[config.mk]
export PLATFORM = sky130hd
export DESIGN_NAME = melody_sequencer
export DESIGN_NICKNAME = d
export VERILOG_FILES = /design/src/rtl/melody_pkg.sv /design/src/rtl/melody_sequencer_tone_gen.sv /design/src/rtl/melody_sequencer.sv
export SDC_FILE = /design/constraint.sdc
export NUM_CORES = 1
export LEC_CHECK = 0
export BUFFER_PORTS_ARGS = -buffer_cell sky130_fd_sc_hd__buf_2
export CORE_MARGIN = 1.5
export CORE_UTILIZATION = 48
export CTS_BUF_LIST = sky130_fd_sc_hd__clkbuf_8 sky130_fd_sc_hd__clkbuf_16
export CTS_CLUSTER_DIAMETER = 100
export CTS_CLUSTER_SIZE = 20
export DETAILED_ROUTE_END_ITERATION = 8
export GPL_TIMING_DRIVEN = 0
export PLACE_DENSITY = 0.72
export SYNTH_ARGS = -nofsm -noshare
export SYNTH_HDL_FRONTEND = slang
export SYNTH_SLANG_ARGS = --single-unit
export TNS_END_PERCENT = 10
[constraint.sdc]
create_clock -name clk -period 4.4 [get_ports clk]
set_input_delay 0.22 -clock clk [delete_from_list [all_inputs] [get_ports clk]]
set_output_delay 0.22 -clock clk [all_outputs]
set_load 0.02 [all_outputs]
[src/rtl/melody_pkg.sv]
// Shared types and helpers for the melody playback controller: state encoding,
// note-code decoding and the tone divider table.
package melody_pkg;

    localparam int unsigned MAX_NOTES  = 8;
    localparam int unsigned REF_CLK_HZ = 50_000_000;

    typedef enum logic [1:0] {
        StIdle,
        StNote,
        StGap,
        StDone
    } state_e;

    // Half-period in clock cycles for a note code; the table is exact at 50 MHz and
    // scaled linearly for other clocks, never below one cycle for a real tone.
    function automatic logic [16:0] tone_half_period(input logic [3:0] code,
                                                     input int unsigned clk_hz = REF_CLK_HZ);
        longint unsigned base;
        longint unsigned scaled;
        case (code)
            4'd1:    base = 95556;
            4'd2:    base = 85131;
            4'd3:    base = 75843;
            4'd4:    base = 71586;
            4'd5:    base = 63776;
            4'd6:    base = 56818;
            4'd7:    base = 50619;
            4'd8:    base = 47778;
            default: base = 0;
        endcase
        scaled = (base * 64'(clk_hz)) / 64'(REF_CLK_HZ);
        if (base != 0 && scaled == 0) scaled = 1;
        if (scaled > 64'd131071) scaled = 64'd131071;
        return 17'(scaled);
    endfunction

    function automatic logic is_tone(input logic [3:0] code);
        return (code >= 4'd1) && (code <= 4'd8);
    endfunction

    function automatic logic [3:0] clamp_length(input logic [3:0] len);
        return (len > 4'(MAX_NOTES)) ? 4'(MAX_NOTES) : len;
    endfunction

    function automatic logic [3:0] note_code(input logic [31:0] pat, input logic [2:0] idx);
        return pat[idx*4 +: 4];
    endfunction

endpackage

[src/rtl/melody_sequencer_tone_gen.sv]
// Square-wave generator: a half-period divider and toggle flop, restarted low on
// every note entry and held silent for rest codes.
module tone_gen
    import melody_pkg::*;
#(
    parameter int unsigned CLK_HZ = 50_000_000
) (
    input  logic       clk,
    input  logic       reset,
    input  logic       restart,
    input  logic [3:0] code,
    output logic       piezo
);

    localparam logic [16:0] HALF_TAB [8] = '{
        tone_half_period(4'd1, CLK_HZ), tone_half_period(4'd2, CLK_HZ),
        tone_half_period(4'd3, CLK_HZ), tone_half_period(4'd4, CLK_HZ),
        tone_half_period(4'd5, CLK_HZ), tone_half_period(4'd6, CLK_HZ),
        tone_half_period(4'd7, CLK_HZ), tone_half_period(4'd8, CLK_HZ)
    };

    logic [16:0] half;
    logic [16:0] div_q;
    logic        tog_q;
    logic        audible;

    always_comb begin
        audible = is_tone(code);
        half    = HALF_TAB[3'(code - 4'd1)];
    end

    always_ff @(posedge clk) begin
        if (reset || restart || !audible) begin
            div_q <= '0;
            tog_q <= 1'b0;
        end else if (div_q == half - 17'd1) begin
            div_q <= '0;
            tog_q <= ~tog_q;
        end else begin
            div_q <= div_q + 17'd1;
        end
    end

    // Gating by code keeps the pin low the very cycle playback goes silent.
    assign piezo = tog_q & audible & ~restart;

endmodule

[src/rtl/melody_sequencer.sv]
// Plays up to eight latched 4-bit note codes with fixed note and gap timing,
// using a start/busy/done handshake toward the game FSM.
module melody_sequencer
    import melody_pkg::*;
#(
    parameter int unsigned CLK_HZ     = 50_000_000,
    parameter int unsigned NOTE_TICKS = 5_000_000,
    parameter int unsigned GAP_TICKS  = 500_000
) (
    input  logic        clk,
    input  logic        reset,
    input  logic        start,
    input  logic        stop,
    input  logic [31:0] pattern,
    input  logic [3:0]  length,
    output logic        busy,
    output logic        done,
    output logic [2:0]  note_idx,
    output logic [3:0]  note_out,
    output logic        piezo
);

    localparam int unsigned MaxTicks = (NOTE_TICKS > GAP_TICKS) ? NOTE_TICKS : GAP_TICKS;
    localparam int unsigned TickW    = (MaxTicks > 1) ? $clog2(MaxTicks) : 1;
    localparam logic [TickW-1:0] NoteLast = TickW'(NOTE_TICKS - 1);
    localparam logic [TickW-1:0] GapLast  = TickW'((GAP_TICKS == 0) ? 0 : GAP_TICKS - 1);

    state_e           state_q;
    logic [TickW-1:0] tick_q;
    logic [31:0]      pat_q;
    logic [3:0]       len_q;
    logic             restart_q;
    logic [3:0]       len_clamped;
    logic             last_note;
    logic [2:0]       next_idx;

    always_comb begin
        len_clamped = clamp_length(length);
        last_note   = ({1'b0, note_idx} + 4'd1) == len_q;
        next_idx    = note_idx + 3'd1;
    end

    always_ff @(posedge clk) begin
        if (reset) begin
            state_q   <= StIdle;
            tick_q    <= '0;
            pat_q     <= '0;
            len_q     <= '0;
            restart_q <= 1'b0;
            busy      <= 1'b0;
            done      <= 1'b0;
            note_idx  <= '0;
            note_out  <= '0;
        end else begin
            done      <= 1'b0;
            restart_q <= 1'b0;
            if (stop) begin
                state_q  <= StIdle;
                tick_q   <= '0;
                busy     <= 1'b0;
                note_idx <= '0;
                note_out <= '0;
            end else begin
                unique case (state_q)
                    StIdle: begin
                        if (start) begin
                            pat_q    <= pattern;
                            len_q    <= len_clamped;
                            note_idx <= '0;
                            tick_q   <= '0;
                            if (len_clamped == 4'd0) begin
                                state_q <= StDone;
                                done    <= 1'b1;
                            end else begin
                                state_q   <= StNote;
                                busy      <= 1'b1;
                                note_out  <= pattern[3:0];
                                restart_q <= 1'b1;
                            end
                        end
                    end
                    StNote: begin
                        if (tick_q == NoteLast) begin
                            tick_q <= '0;
                            if (last_note) begin
                                state_q  <= StDone;
                                busy     <= 1'b0;
                                done     <= 1'b1;
                                note_out <= '0;
                            end else if (GAP_TICKS > 0) begin
                                state_q  <= StGap;
                                note_out <= '0;
                            end else begin
                                note_idx  <= next_idx;
                                note_out  <= note_code(pat_q, next_idx);
                                restart_q <= 1'b1;
                            end
                        end else begin
                            tick_q <= tick_q + TickW'(1);
                        end
                    end
                    StGap: begin
                        if (tick_q == GapLast) begin
                            tick_q    <= '0;
                            state_q   <= StNote;
                            note_idx  <= next_idx;
                            note_out  <= note_code(pat_q, next_idx);
                            restart_q <= 1'b1;
                        end else begin
                            tick_q <= tick_q + TickW'(1);
                        end
                    end
                    StDone: begin
                        state_q <= StIdle;
                    end
                    default: begin
                        state_q <= StIdle;
                    end
                endcase
            end
        end
    end

    tone_gen #(
        .CLK_HZ(CLK_HZ)
    ) u_tone (
        .clk    (clk),
        .reset  (reset),
        .restart(restart_q),
        .code   (note_out),
        .piezo  (piezo)
    );

endmodule

# After elaboration in Yosys (flattened, before gate mapping)
# Memory sizes are Yosys's and may differ from the RTL's.
# Cells that the tools add are included.
[totals]
input_bits = 40
mem_bits_ro = 136
regBits = 89
output_inout_bits = 10
elab_cells = 93
n_memories = 1
[memory_table]
columns = ["memory", "depth", "word_bits", "read_ports", "rd_clocked_by_memory_dff", "write_ports", "line_no", "source"]
rows = [
  ["(no name shown)", 8, 17, 1, 0, 0, "melody_sequencer_tone_gen.sv:29", "half = HALF_TAB[3'(code - 4'd1)];"],
]
[op_classes]
shift = 1
add_sub_neg = 6
order_cmp = 4
bitwise = 6
muxes = 35
n_eq_ne = 12
n_reduce_logical = 17
[ops]
columns = ["operator", "count"]
rows = [
  ["23-bit 2-to-1 mux", 3],
  ["23-bit one-hot mux with 3 select lines", 1],
  ["17-bit 2-to-1 mux", 2],
  ["32-bit by 6-bit variable part select with 4-bit output", 1],
  ["23-bit by 1-bit adder with 23-bit output, second input constant", 1],
  ["23-bit by 19-bit == test with 1-bit output, second input constant", 1],
  ["23-bit == test, second input constant", 1],
  ["4-bit 2-to-1 mux", 5],
  ["17-bit by 1-bit adder with 17-bit output, second input constant", 1],
  ["17-bit == test", 1],
  ["17-bit by 1-bit subtractor with 17-bit output, second input constant", 1],
  ["1-bit 2-to-1 mux", 12],
  ["4-bit one-hot mux with 3 select lines", 1],
  ["2-bit != test, second input constant", 5],
  ["5-bit AND reduction", 2],
  ["3-bit AND reduction", 3],
  ["2-bit 2-to-1 mux", 4],
  ["2-bit one-hot mux with 4 select lines", 1],
  ["3-bit 2-to-1 mux", 2],
  ["1-bit one-hot mux with 2 select lines", 3],
  ["3-bit one-hot mux with 2 select lines", 1],
  ["3-bit by 1-bit adder with 4-bit output, second input constant", 1],
  ["2-bit == test, second input constant", 2],
  ["4-bit == test", 1],
  ["other kinds (19)", 25],
]

# Longest topological paths before layout
[depth]
word_depth = 8
depth_mapped = 16
depth_no_buf = 10

# Modules after synthesis
# A second synthesis with hierarchy kept.
[unflattened]
cells_unflattened = 601
hier_area_um2 = 5187.5
[by_module_without_submodules]
columns = ["module", "cells_each", "n_inst", "seq_area_each_um2", "area_per_inst_um2"]
rows = [
  ["melody_sequencer", 409, 1, 1421.4, 3577.2],
  ["tone_gen", 192, 1, 360.3, 1610.3],
]

# Worst setup path after synthesis
# OpenSTA, ideal clock, no wires.
[synth_path]
path_type = "register to register"
startpoint = "reg note_out[0]"
endpoint = "reg u_tone.tog_q"
setup_slack_ps = 736
required_time_ps = 4277
t_arrival_ps = 3541
n_path_buf = 4
setup_time_ps = 123
path_stages_with_launch = 15
synth_period_minus_slack_ps = 3664
cell_sequence = "dfxtp_1 -> clkbuf_1 -> inv_1 -> ha_1 -> clkbuf_1 -> inv_1 -> ha_1 -> buf_6 -> mux2i_1 -> o2111ai_1 -> o311a_1 -> a2111oi_0 -> and4bb_1 -> buf_6 -> mux2_1"
[synth_via]
elab_chain_cells = 7
word_cells_on_any_way = 12
classes_between = "add/sub: 2; order compare: 2; eq/ne: 1; mux: 2; bitwise: 1; reduce/logical: 3; memory: 1"
[synth_rtl]
columns = ["item", "line_no", "source"]
rows = [
  ["start, declared", "melody_sequencer.sv:19", "output logic [3:0] note_out,"],
  ["start signal, assigned", "melody_sequencer.sv:77", "note_out <= pattern[3:0];"],
  ["start signal, assigned", "melody_sequencer.sv:95", "note_out <= note_code(pat_q, next_idx);"],
  ["start signal, assigned", "melody_sequencer.sv:107", "note_out <= note_code(pat_q, next_idx);"],
  ["3-bit by 1-bit subtractor with 3-bit output", "melody_sequencer_tone_gen.sv:29", ""],
  ["3-bit inverter with 4-bit output (not written as such)", "melody_sequencer_tone_gen.sv:29", ""],
  ["memory 8 x 17 bit", "--", ""],
  ["17-bit 2-to-1 mux (not written as such) (2 in series)", "melody_sequencer_tone_gen.sv:29", ""],
  ["17-bit by 1-bit subtractor with 17-bit output", "melody_sequencer_tone_gen.sv:36", "end else if (div_q == half - 17'd1) begin"],
  ["17-bit == test", "melody_sequencer_tone_gen.sv:36", ""],
  ["end signal, assigned", "melody_sequencer_tone_gen.sv:38", "tog_q <= ~tog_q;"],
  ["end, declared", "melody_sequencer_tone_gen.sv:24", "logic tog_q;"],
]
# Several ways; a longest one is shown, not always the timed one. The select of a mux whose other input is x is not followed.
# A chain may end at the register's enable or synchronous reset.

# Final worst setup path
# Ends and elaborated chain as after synthesis.

==> flow_summary_export.csv <==
group,metric,value,unit
setup_path,critPathMaxStageDelay,0.75,ns
sta,period_share,93.61,%
sta,fin_crit,4.119,ns
clock_network,tritoncts,"yes",
setup_path,path_class,"reg -> reg",
pwr,total_leakage_power,1.986,nW
clock_network,root_buffer,"clkbuf_8",
drt,drc,0,
logic_synthesis,yosysWarnings,0,
clock_network,insertion_delay,0.37,ns
sta,max_freq,242.8,MHz
setup_path,arrival,4.37,ns
cells_and_area,diodes,0,
logic_synthesis,synth_seq_cells,89,
grt,grt_pass1_vias,4466,
floorplan,initial_core_util,49.16,%
logic_synthesis,yosysUniqueCellTypes,62,
setup_path,crit_slowest_cell,"a2111oi_0",
pwr,ir_drop,0.2018,mV
drt,ant_nets,0,
sta,drv_slew,0,
place,dpl.cell_count,801,
logic_synthesis,synth_cells,616,
run,maxCapViolCount,0,
drt,routed_wl,12520,um
clock_network,htree_levels,3,
floorplan,dieArea,11100,um^2
setup_path,cp.required,4.65,ns
sta,slew_headroom,27.97,%
place,placed_area,5445,um^2
drt,vias,4660,
cells_and_area,final_common_cell,"nand2_1",
drt,first_pass_iters,5,
cells_and_area,multi_input_area,3042,um^2
cells_and_area,drive_gt1_share,13.25,%
cells_and_area,final_cell_area,5613,um^2
grt,grt_start_max_net_pins,14,
grt,gr-total-overflow,0,
floorplan,coreArea,10230,um^2
floorplan,die_width,105.4,um
setup_path,crit_fanout,10,
drt,post_drt_wl_per_cell,15.36,um
clock_network,clock_path_buffers,2,
sta,skew,0.008791,ns
cells_and_area,fin_cells,815,
place,dp_hpwl,9389,um
floorplan,boundaryPins,50,
floorplan,num_rows,37,
drt,drt_iter0_drc,243,
clock_network,cts_buffers,9,
outcome,status,"finished clean",
grt,grt_pass1_wl,21130,um
place,gp_congestion,0.9069,
pwr,power.density,300.4,nW/um^2
cells_and_area,nets,731,
logic_synthesis,ys_seq_area_share,35.42,%
cells_and_area,syn2layout_area_growth,11.59,%
floorplan,die_h,105.4,um
place,io_buffer_count,49,
hold_path,hp-class,"in -> reg",
logic_synthesis,syn_area_per_cell,8.165,um^2
grt,track_usage,23.36,%
logic_synthesis,synth_flop_cell,"dfxtp_1",
sta,tightest_slew,1.071,ns
clock_network,clk_pin_slew_worst_paths,0.08,ns
sta,setup_viol,0,
clock_network,clock-sinks,89,
cells_and_area,nFillCells,980,
setup_path,crit_path_start_kind,"register",
logic_synthesis,syn_area,5030,um^2
logic_synthesis,synth_enable_flop_cells,0,
logic_synthesis,async_flop_share,0,%
setup_path,path_cells,"clkbuf_2, inv_2, ha_1, clkbuf_4, inv_1, ha_1, buf_6, mux2i_1, o2111ai_2, a2111oi_0, a2111oi_2, and4bb_1, buf_6, mux2_1",
cells_and_area,final_cell_mix,"99 x nand2_1, 89 x dfxtp_1, 54 x a21oi_1, 53 x buf_2, 44 x nor2_1",
cells_and_area,ff_latch_area,1782,um^2
drt,vias_per_cell,5.718,
grt,antenna_found_initial,0,
sta,hold_violations,0,
setup_path,endpoint_kind,"register",
logic_synthesis,synth_nets,671,
flip-flops by register name, indices dropped and copies added, names as in the netlist:
signal	flops
pat_q	32
len_q	4
state_q	2
u_tone.div_q	17
restart_q	1
busy	1
note_idx	3
tick_q	23
note_out	4
done	1
u_tone.tog_q	1
critical path: cells and delay by family (launching register included):
| family | cells | cell delay (ns) |
|---|---|---|
| AOI/OAI and AO/OA | 3 | 1.09 |
| buffers and inverters | 6 | 1.00 |
| adders and majority gates | 2 | 0.68 |
| muxes | 2 | 0.58 |
| DFF | 1 | 0.38 |
| and+or+nand+nor | 1 | 0.26 |
final timing paths:
check	slack (ns)	start	endpoint	cells past startpoint
worst max register to register	0.28	note_out[0]$_SDFFE_PP0P_	u_tone.tog_q$_SDFFE_PP0N_	14
worst max-delay path	0.28	note_out[0]$_SDFFE_PP0P_	u_tone.tog_q$_SDFFE_PP0N_	14
worst min-delay path	0.08	pattern[11]	pat_q[11]$_SDFFE_PP0P_	3
worst min register to register	0.46	pat_q[20]$_SDFFE_PP0P_	pat_q[20]$_SDFFE_PP0P_	2
power breakdown:
| part | total [mW] | switching, mW | internal (mW) |
|---|---|---|---|
| registers | 0.853 | 0.0223 | 0.831 |
| clock network | 0.469 | 0.276 | 0.194 |
| logic | 0.363 | 0.216 | 0.147 |
| total | 1.69 | 0.514 | 1.17 |
synthesized netlist by cell type (3+ instances only):
library cell | instances | area share (%)
nor3_1 | 24 | 2.4
a311oi_1 | 4 | 0.70
a2111oi_0 | 3 | 0.52
nand4_1 | 11 | 1.4
a21boi_0 | 3 | 0.45
and4b_1 | 3 | 0.60
o211ai_1 | 3 | 0.45
and2_1 | 6 | 0.75
and3_1 | 10 | 1.2
nor4_1 | 6 | 0.75
inv_1 | 18 | 1.3
a21oi_1 | 54 | 5.4
nand2b_1 | 8 | 1.0
o22ai_1 | 7 | 0.87
buf_2 | 4 | 0.40
nand2_1 | 99 | 7.4
nor2b_1 | 8 | 1.0
clkbuf_1 | 25 | 1.9
mux2i_1 | 9 | 1.8
mux4_2 | 8 | 3.6
buf_6 | 3 | 0.67
o21ai_0 | 14 | 1.4
dfxtp_1 | 89 | 35
xor2_1 | 16 | 2.8
nand3_1 | 23 | 2.3
xnor2_1 | 23 | 4.0
a211oi_1 | 6 | 0.90
nor3b_1 | 5 | 0.75
ha_1 | 15 | 3.7
nor2_1 | 44 | 3.3
nand3b_1 | 5 | 0.75
nor4bb_1 | 3 | 0.60
o2111ai_1 | 5 | 0.87
nor4b_1 | 3 | 0.52
or3_1 | 10 | 1.2
metrics by stage:
| stage | setup TNS, ns | util (%) | setup slack (ns) | hold WS [ns] | power, mW |
|---|---|---|---|---|---|
| final | 0 | 54.86 | 0.2813 | 0.08453 | 1.686 |
| after global routing | -0.01328 | 54.86 | -0.01328 | 0.07846 | 1.780 |
| after CTS | 0 | 54.71 | 0.08161 | 0.07279 | 1.689 |
| after floorplan | 0 | - | 0.7362 | 0.3560 | 1.124 |
| after detailed placement | -0.5002 | 53.22 | -0.1364 | 0.4467 | 1.221 |
| after global placement | -0.04295 | 53.22 | -0.04295 | 0.4401 | 1.211 |
what timing repair did:
action,in CTS,in global routing
gates cloned,0,0
resized for setup,2,6
setup buffers,0,0
setup endpoints to repair,11,18
hold buffers,0,0
logic make-up after synthesis:
kind of cell             Yosys count  synth area share, %
multiplexers                      19                5.821
flip-flops                        89                35.42
adder cells (fa/ha/maj)           15                3.731
buffers and inverters             51                4.353
AO/OA/AOI/OAI                    122                15.80
AND/OR/NAND/NOR                  281                28.09
XOR/XNOR                          39                6.791
layer usage:
layer	part of all wire, %	GRT usage, %	vias up
met1	46	31.35	2192
met5	0	0	-
met4	2.0	8.415	0
li1	-	-	2321
met3	4.7	5.071	18
met2	47	36.97	129
area by class of cell:
cell class	instances	share of cell area, %
multi-input combinational	476	54.19
sequential	89	31.74
timing repair buffer	49	4.369
tap	136	3.032
buffer	33	2.786
clock buffer	9	2.207
inverter	18	1.204
clock inverter	5	0.4681
Power figures use the tool's default switching activity.
